### src/rtl/mac_simd_pipe.sv
// mac_simd_pipe: two-stage signed MAC with guard bits, saturation and dual-lane SIMD mode.
module mac_simd_pipe #(
  parameter int DW    = 16,
  parameter int GUARD = 8
) (
  input  logic                clk,
  input  logic                reset,
  input  logic                stall,
  input  logic                in_valid,
  input  logic [2:0]          instruction,
  input  logic [DW-1:0]       multiplier,
  input  logic [DW-1:0]       multiplicand,
  output logic [2*DW-1:0]     result,
  output logic [GUARD-1:0]    protect,
  output logic                out_valid,
  output logic [1:0]          sat_flag
);
  localparam int AW = 2*DW + GUARD;
  localparam int GH = GUARD/2;
  localparam int HW = DW/2;
  localparam int LW = DW + GH;

  // Returns {clamp flag, next lane value} for one SIMD lane.
  function automatic logic [LW:0] lane_step(input logic [1:0] op, input logic [LW-1:0] l,
                                            input logic [HW-1:0] a, input logic [HW-1:0] b);
    logic [DW-1:0] p;
    logic [LW-1:0] pe;
    logic pos, neg;
    p   = {{HW{a[HW-1]}}, a} * {{HW{b[HW-1]}}, b};
    pe  = {{GH{p[DW-1]}}, p};
    pos = ~l[LW-1] & |l[LW-2:DW-1];
    neg = l[LW-1] & ~&l[LW-2:DW-1];
    return op == 2'd0 ? {(LW+1){1'b0}} :
           op == 2'd1 ? {1'b0, pe} :
           op == 2'd2 ? {1'b0, l + pe} :
           pos        ? {1'b1, {(GH+1){1'b0}}, {(DW-1){1'b1}}} :
           neg        ? {1'b1, {(GH+1){1'b1}}, {(DW-1){1'b0}}} :
                        {1'b0, l};
  endfunction

  logic          s1_v;
  logic [2:0]    s1_ins;
  logic [DW-1:0] s1_a, s1_b;
  logic [AW-1:0] acc, acc_nxt, full_nxt, fpe;
  logic [2*DW-1:0] fp;
  logic [LW:0]   r1, r0;
  logic [1:0]    op, flags, flag_nxt;
  logic          fpos, fneg;

  assign {protect, result} = acc;
  assign op   = s1_ins[1:0];
  assign fp   = {{DW{s1_a[DW-1]}}, s1_a} * {{DW{s1_b[DW-1]}}, s1_b};
  assign fpe  = {{GUARD{fp[2*DW-1]}}, fp};
  assign fpos = ~acc[AW-1] & |acc[AW-2:2*DW-1];
  assign fneg = acc[AW-1] & ~&acc[AW-2:2*DW-1];

  always_comb begin
    full_nxt = op == 2'd0 ? {AW{1'b0}} :
               op == 2'd1 ? fpe :
               op == 2'd2 ? acc + fpe :
               fpos       ? {{(GUARD+1){1'b0}}, {(2*DW-1){1'b1}}} :
               fneg       ? {{(GUARD+1){1'b1}}, {(2*DW-1){1'b0}}} :
                            acc;
    r1 = lane_step(op, {acc[AW-1:AW-GH], acc[2*DW-1:DW]}, s1_a[DW-1:HW], s1_b[DW-1:HW]);
    r0 = lane_step(op, {acc[2*DW+GH-1:2*DW], acc[DW-1:0]}, s1_a[HW-1:0], s1_b[HW-1:0]);
    acc_nxt  = s1_ins[2] ? {r1[LW-1:DW], r0[LW-1:DW], r1[DW-1:0], r0[DW-1:0]} : full_nxt;
    flags    = s1_ins[2] ? {r1[LW], r0[LW]} : {2{(op == 2'd3) & (fpos | fneg)}};
    flag_nxt = op == 2'd0 ? 2'b00 : sat_flag | flags;
  end

  always_ff @(posedge clk) begin
    if (reset) begin
      s1_v      <= 1'b0;
      s1_ins    <= '0;
      s1_a      <= '0;
      s1_b      <= '0;
      acc       <= '0;
      out_valid <= 1'b0;
      sat_flag  <= '0;
    end else if (!stall) begin
      s1_v      <= in_valid;
      s1_ins    <= instruction;
      s1_a      <= multiplier;
      s1_b      <= multiplicand;
      out_valid <= s1_v;
      if (s1_v) begin
        acc      <= acc_nxt;
        sat_flag <= flag_nxt;
      end
    end
  end
endmodule
### config.mk
export PLATFORM = sky130hd
export DESIGN_NAME = mac_simd_pipe
export DESIGN_NICKNAME = d
export VERILOG_FILES = /design/src/rtl/mac_simd_pipe.sv
export SDC_FILE = /design/constraint.sdc
export NUM_CORES = 1
export LEC_CHECK = 0
export CORE_AREA = 10 10 246 248
export DETAILED_ROUTE_END_ITERATION = 10
export DIE_AREA = 0 0 256 258
export PLACE_DENSITY = 0.61
export SKIP_CTS_REPAIR_TIMING = 1
export SLEW_MARGIN = 0
export SYNTH_ARGS = -nofsm -noshare
export SYNTH_HDL_FRONTEND = slang
export SYNTH_SLANG_ARGS = --single-unit
export TNS_END_PERCENT = 1
### constraint.sdc
create_clock -name clk -period 10.21 [get_ports clk]
set_input_delay 2.042 -clock clk [delete_from_list [all_inputs] [get_ports clk]]
set_output_delay 2.042 -clock clk [all_outputs]
set_load 0.05 [all_outputs]
== After elaboration in Yosys (flattened, before gate mapping) ==
Index checks and enable logic that the tools add are counted.
Word-level totals
  register bits: 79
  output and inout port bits: 43
  logic and storage cells: 63
Operators by class
  add/subtract/negate cells: 3
  multiply operators: 3
  equality and inequality tests: 5
  mux-type cells: 18
  bitwise operators: 12
  reductions and logical operators: 14
Operators with widths (number)
  40-bit 2-to-1 mux: 6
  21-bit 2-to-1 mux: 10
  20-bit adder: 2
  40-bit adder: 1
  16-bit by 16-bit multiplier with 32-bit output: 1
  8-bit by 8-bit multiplier with 16-bit output: 2
  4-bit AND reduction: 4
  6-bit by 1-bit != test with 1-bit output (second input constant): 2
  8-bit AND reduction: 1
  4-bit OR reduction: 2
  8-bit OR reduction: 1
  1-bit AND: 7
  6-bit nonzero test: 1
  2-bit equality test (second input constant): 2
  2-bit 2-to-1 mux: 2
  1-bit logical NOT: 3
  1-bit inverter: 3
  2-bit by 1-bit equality test with 1-bit output (second input constant): 1
  2-bit logical NOT: 1
  2-bit OR: 1
  2-bit AND reduction: 1
  1-bit OR: 1

== Depth between registers and ports, before layout ==
Gate-level depths: netlist of run 1.
  depth in word-level cells: 11
  depth in mapped cells: 36

== Worst setup path after synthesis of run 1 ==
No wires, ideal clock.
  path type: reg2reg
  start: register s1_b[1]
  end: register acc[38]
  library setup time: 61 ps
  data arrival time: 8342 ps
  setup slack: 1807 ps
  stages on the path, launching flop included: 31
  path buffers: 3
  cell sequence: dfxtp_1 -> clkbuf_1 -> nand2_1 -> inv_1 -> fa_1 -> fa_1 -> fa_1 -> fa_1 -> fa_1 -> inv_1 -> fa_1 -> inv_1 -> ha_1 -> clkbuf_1 -> a21oi_1 -> o21ai_1 -> a2111o_1 -> a2111oi_0 -> nand3_1 -> and4b_1 -> ha_1 -> clkbuf_1 -> nand4_1 -> inv_1 -> nand2_1 -> or4_1 -> o211ai_1 -> a21oi_1 -> or4b_1 -> nand3_1 -> a221o_1
On the way
  cells in the longest elaborated chain, start to end: 6
RTL lines
  start: declaration: line 43  | logic [DW-1:0] s1_a, s1_b;
  start signal: assignment: line 84  | s1_b <= multiplicand;
  16-bit by 16-bit multiplier with 32-bit output *: line 52  | assign fp = {{DW{s1_a[DW-1]}}, s1_a} * {{DW{s1_b[DW-1]}}, s1_b};
  40-bit adder: line 60  | op == 2'd2 ? acc + fpe :
  40-bit 2-to-1 mux: line 60
  40-bit 2-to-1 mux *: line 59  | op == 2'd1 ? fpe :
  40-bit 2-to-1 mux *: line 58  | full_nxt = op == 2'd0 ? {AW{1'b0}} :
  40-bit 2-to-1 mux *: line 66  | acc_nxt = s1_ins[2] ? {r1[LW-1:DW], r0[LW-1:DW], r1[DW-1:0], r0[DW-1:0]} : full_nxt;
  end signal: assignment: line 87  | acc <= acc_nxt;
  end: declaration: line 44  | logic [AW-1:0] acc, acc_nxt, full_nxt, fpe;
Mark *: on every way between the ends. The rest lies on a longest branch, timed or not.
A chain may end at the register's enable or synchronous reset.

== Worst setup path in the final report of run 1 ==
Ends and elaborated chain as after synthesis.

==> metrics.md, run 1 <==
| Metric | Value |
|---|---|
| Routed len/inst | `19.2 um` |
| Peak Freq | `0.107 GHz` |
| Worst-Margin Slew | `1.01 ns` |
| Tcrit/Tclk final | `91.8%` |
| CP Class | `flip-flop to flip-flop` |
| Core Rows | `87` |
| Die area | `66000 um^2` |
| Detail Placement HPWL | `53.2 mm` |
| Clk buf depth | `2` |
| Core ar. | `55700 um^2` |
| Hold Violations, Final | `0` |
| Critical Path Fanout Max | `17` |
| Worst R2R Path Depth | `27` |
| Vias per cell | `5.49` |
| Ys flop type | `dfxtp_1` |
| Global route overflow | `0` |
| Yosys reg bits | `79` |
| Clk_lat worst skew | `0.40 ns` |
| Multi-input logic area | `18100 um^2` |
| Die W | `256 um` |
| Residual DRC count | `0` |
| Mean Syn Cell Area | `8.33 um^2` |
| First-pass GRT wire length | `105 mm` |
| Fin crit period | `9.37 ns` |
| Final non-filler cell total | `3402` |
| Inst Count DP | `3387` |
| Fin area | `23700 um^2` |
| YS warnings | `0` |
| Antenna cell count | `0` |
| RSZ-0062 raised after global routing | `no` |
| Pwr Total | `2.17 mW` |
| Vias | `18700` |
| Max-Cap Viols | `0` |
| Synth unique cells | `79` |
| Starting Density | `39.3%` |
| Status | `finished, final reports clean` |
| Storage element area | `1580 um^2` |
| Fillers | `5620` |
| Worst vdd ir | `0.0733 mV` |
| TritonCTS Buffers | `9` |
| Mapped Nets | `3235` |
| Post-layout net count | `3247` |
| Critical Path Start | `s1_b[1]` |
| Commonest non-fill, non-tap cell in the layout | `inv_1` |
| Ratio of cells with drive above 1 in the final layout | `2.08%` |
| Drt initial violations | `1575` |
| Slew Limit Fails | `0` |
| Hold Path Class | `flip-flop to flip-flop` |
| Leading cell types in the layout, fill and taps excluded | `inv_1, fa_1, ha_1` |
| Slew HR | `32.5%` |
| Antenna violations before repair | `0` |
| Vias in the first global route | `19200` |
| Critical Path AT | `9.71 ns` |
| Syn Inst Count | `2630` |
| Port Buffer Count | `81` |
| Finish-stage setup viols | `0` |
| Sequential element share of the synthesized area | `7.22%` |
| Hold Crit Depth | `2` |
| Io pins | `82` |
| Fin Setup TNS | `0 ns` |
| Final Skew | `0.0235 ns` |
| Clk root buf | `clkbuf_16` |
| Reg clk slew, reported paths | `0.08 ns` |
| FF-to-FF Start | `s1_b[1]` |
| WP data required | `10.55 ns` |
| H-Tree Depth | `3` |
| Final WL | `65.2 mm` |
| Crit end category | `flip-flop` |
| RePlAce Congestion | `0.940` |
| CTS Sinks | `79` |
| CTS tree | `yes` |
| Hold path start | `sat_flag[1]` |
| Drt first pass iters | `5` |
| Largest net degree at the start of global routing | `67` |
| Placed cell area | `23400 um^2` |
| Critical path startpoint category | `flip-flop` |
| Post-synth EDFFs | `0` |
| Area growth, synth to finish | `8.39%` |
| Leakage power | `11.6 nW` |
| Total GRT Usage | `19.9%` |
| DRT antenna net count | `0` |
| Fraction of registers with async set or reset after synthesis | `0%` |
| Die H | `258 um` |
| Pwr dens | `91.5 nW/um^2` |
| Synth Cell Area | `21900 um^2` |
==> sequential cells by signal, indices dropped and copies added, names as in the netlist <==
signal	flops
s1_v	1
out_valid	1
s1_ins	3
acc	40
s1_a	16
s1_b	16
sat_flag	2
==> synthesized netlist by cell type, types with 44 or more instances <==
master,number,share of area [%]
dfxtp_1,79,7.2
nor2_1,152,2.6
nand2_1,210,3.6
ha_1,214,12
a21o_1,44,1.5
a21oi_1,173,4.0
fa_1,352,32
xnor2_1,90,3.6
and2_1,144,4.1
inv_1,490,8.4
clkbuf_1,86,1.5
o21ai_0,87,2.0
==> power breakdown <==
part           leakage (nW)  switching [mW]  internal, mW
registers             0.646          0.0499         0.321
logic                  10.8           0.867         0.540
clock network         0.152           0.179         0.215
==> through the flow <==
stage	hold slack (ns)	utilization, %	setup WS, ns
3_3_place_gp	0.459	42.0	1.16
5_1_grt	0.527	42.6	0.300
2_1_floorplan	0.479	-	1.81
3_5_place_dp	0.468	42.0	0.922
6_report	0.478	42.6	0.839
4_1_cts	0.479	42.6	0.901
==> routing by layer <==
layer	track usage (%)	wire length, um	vias to the layer above	share of wire [%]
li1	-	-	8625	-
met1	26.2	28100	9359	43
met2	32.9	31000	579	48
met3	2.84	4220	98	6.5
met4	6.84	1880	0	2.9
met5	0	0	-	0
==> critical path: stages (launching register included) <==
cell       delay, ns
dfxtp_1         0.74
nand2_1         0.21
inv_1           0.16
fa_1            0.55
fa_1            0.95
fa_1            0.54
fa_1            0.51
fa_1            0.49
inv_1           0.05
fa_1            0.48
inv_1           0.04
ha_1            0.36
a21oi_1         0.16
o21ai_1         0.10
a2111o_1        0.42
a2111oi_0       0.43
nand3_1         0.12
and4b_1         0.42
ha_1            0.53
nand4_1         0.16
inv_1           0.13
nand2_1         0.09
or4_1           0.54
o211ai_1        0.27
a21oi_1         0.14
or4b_1          0.48
nand3_1         0.08
a221o_1         0.14
==> layout make-up <==
cell class,instances,area share [%]
inverters,492,7.78
multi-input cells,1960,76.3
clock buffers,9,0.948
repair buffers,100,3.97
clock inverters,6,0.395
flip-flops and latches,79,6.67
well taps,756,3.98
==> logic make-up (layout without fill, tap and decap cells) <==
| group | after synthesis | count (layout) | synth area share (%) |
|---|---|---|---|
| adders and majority gates | 566 | 566 | 44.4 |
| DFF | 79 | 79 | 7.22 |
| xor gates and xnor gates | 125 | 125 | 5.06 |
| AOI/OAI and AO/OA | 534 | 534 | 15.7 |
| muxes | 42 | 42 | 1.92 |
| buffers and inverters | 591 | 607 | 10.1 |
| and+or+nand+nor | 693 | 693 | 15.6 |
==> path summary, 6_finish.rpt <==
| kind | endpoint | slack [ns] |
|---|---|---|
| max | acc[38] | 0.84 |
| min | sat_flag[1] | 0.48 |
| min reg2reg | sat_flag[1] | 0.48 |
| max reg2reg | acc[38] | 0.84 |
(Power assumes the default switching activity.)
==> inputs of run 2 (changes only) <==
Settings changed: CORE_AREA 10 10 246 248 to 2 2 274 276, DIE_AREA 0 0 256 258 to 0 0 276 278, PLACE_DENSITY 0.61 to 0.5.
==> metrics.md, run 2 (same netlist as run 1, synthesis figures left out) <==
| Metric | Value |
|---|---|
| Detail Placement HPWL | `55.9 mm` |
| Die W | `276 um` |
| Final WL | `68.5 mm` |
| Max-Cap Viols | `0` |
| Slew Limit Fails | `0` |
| Critical path's largest stage delay | `0.82 ns` |
| Leading cell types in the layout, fill and taps excluded | `inv_1, fa_1, ha_1` |
| Crit end category | `flip-flop` |
| WP data required | `10.50 ns` |
| Fillers | `7882` |
| Largest register FFs | `40` |
| RSZ-0062 raised after global routing | `no` |
| Clk root buf | `clkbuf_16` |
| Drt initial violations | `1221` |
| Largest register by flop count | `acc` |
| TritonCTS Buffers | `9` |
| Post-layout net count | `3250` |
| RePlAce Congestion | `0.895` |
| DRT antenna net count | `0` |
| Area growth, synth to finish | `9.68%` |
| Critical path startpoint category | `flip-flop` |
| Drt first pass iters | `8` |
| GRT met1 Usage | `25.0%` |
| Ratio of cells with drive above 1 in the final layout | `2.19%` |
| Hold Violations, Final | `0` |
| Commonest non-fill, non-tap cell in the layout | `inv_1` |
| Setup slack, reg-to-reg | `1.13 ns` |
| Total GRT Usage | `18.2%` |
| First-pass GRT wire length | `110 mm` |
| Met2 usage | `30.2%` |
| Storage element area | `1580 um^2` |
| Global route overflow | `0` |
| Pwr dens | `90.5 nW/um^2` |
| Status | `finished, violations left` |
| Biggest regs | `acc (40), s1_a (16), s1_b (16)` |
| Io pins | `82` |
| Vias in the first global route | `19200` |
| Hold Path Class | `flip-flop to flip-flop` |
| Fin crit period | `9.08 ns` |
| Vias | `18500` |
| Worst vdd ir | `0.0992 mV` |
| Multi-input logic area | `18100 um^2` |
| CP Class | `flip-flop to flip-flop` |
| CTS Sinks | `79` |
| Critical Path Fanout Max | `17` |
| Peak Freq | `0.110 GHz` |
| Antenna cell count | `0` |
| CTS tree | `yes` |
| Starting Density | `29.7%` |
| Leakage power | `11.6 nW` |
| H-Tree Depth | `3` |
| Critical Path AT | `9.38 ns` |
| Largest net degree at the start of global routing | `67` |
| Die area | `76700 um^2` |
| Slowest CP cell | `fa_1` |
| Residual DRC count | `6` |
| Final Skew | `0.0264 ns` |
| Core ar. | `73800 um^2` |
| Die H | `278 um` |
| Met3 GRT Util | `1.95%` |
| Antenna violations before repair | `0` |
| Clk_lat worst skew | `0.41 ns` |
| Finish-stage setup viols | `0` |
| Reg clk slew, reported paths | `0.09 ns` |
| Core Rows | `100` |
| Fin area | `24000 um^2` |
| Fin Setup TNS | `0 ns` |
| Clk buf depth | `2` |
| GR peak layer | `met2` |
| Placed cell area | `23700 um^2` |
| Most frequent CP cell | `fa_1` |
| Tcrit/Tclk final | `89.0%` |
| Violated checks | `DRC` |
| Vias per cell | `5.11` |
| Worst-Margin Slew | `1.18 ns` |
| Port Buffer Count | `81` |
| Final hold slack | `0.483 ns` |
| Routed len/inst | `18.9 um` |
| Slew HR | `21.5%` |
[run 2: metal layers]
metal	part of all wire, %	up-vias	wire (um)
li1	-	8622	-
met1	45	9382	31100
met2	48	436	32600
met3	4.8	67	3270
met4	2.3	0	1580
met5	0	-	0
[run 2: cell type report]
type / count / share of cell area [%]
multi-input combinational: 1960 / 75.4
inverter: 492 / 7.68
sequential: 79 / 6.59
tap: 969 / 5.04
timing repair buffer: 103 / 4.02
clock buffer: 10 / 0.994
clock inverter: 6 / 0.312
[run 2: through the flow]
| step | setup slack [ns] | instances | power (mW) | utilization (%) |
|---|---|---|---|---|
| 5_1_grt | 0.638 | 3619 | 2.36 | 32.6 |
| 3_3_place_gp | 1.22 | 3603 | 1.78 | 32.1 |
| 6_report | 1.13 | 3619 | 2.17 | 32.6 |
| 4_1_cts | 1.17 | 3619 | 2.19 | 32.6 |
| 3_5_place_dp | 1.20 | 3603 | 1.80 | 32.1 |
| 2_1_floorplan | 1.81 | 2630 | 1.38 | - |
[run 2: where the power goes]
part,internal [mW],switching [mW]
registers,0.321,0.0482
clock network,0.200,0.177
logic,0.542,0.886
total,1.06,1.11
[run 2: worst paths after layout]
| path | start | end | cells past startpoint |
|---|---|---|---|
| max | s1_b[5] | acc[38] | 28 |
| min | sat_flag[1] | sat_flag[1] | 2 |
| max reg2reg | s1_b[5] | acc[38] | 28 |
| min reg2reg | sat_flag[1] | sat_flag[1] | 2 |
[run 2: critical path, delay by kind of cell (launching register included)]
| kind | cells | cell delay, ns |
|---|---|---|
| flip-flops | 1 | 0.74 |
| buffers and inverters | 3 | 0.16 |
| adder cells (fa/ha/maj) | 8 | 4.17 |
| AO/OA/AOI/OAI | 7 | 1.62 |
| AND/OR/NAND/NOR | 10 | 2.27 |
==> inputs of run 3 (changes only) <==
Settings changed: ABC_CLOCK_PERIOD_IN_PS set to 10210.
==> results of run 3 <==
The final DEF is identical to that of run 2; final timing and power are the same.
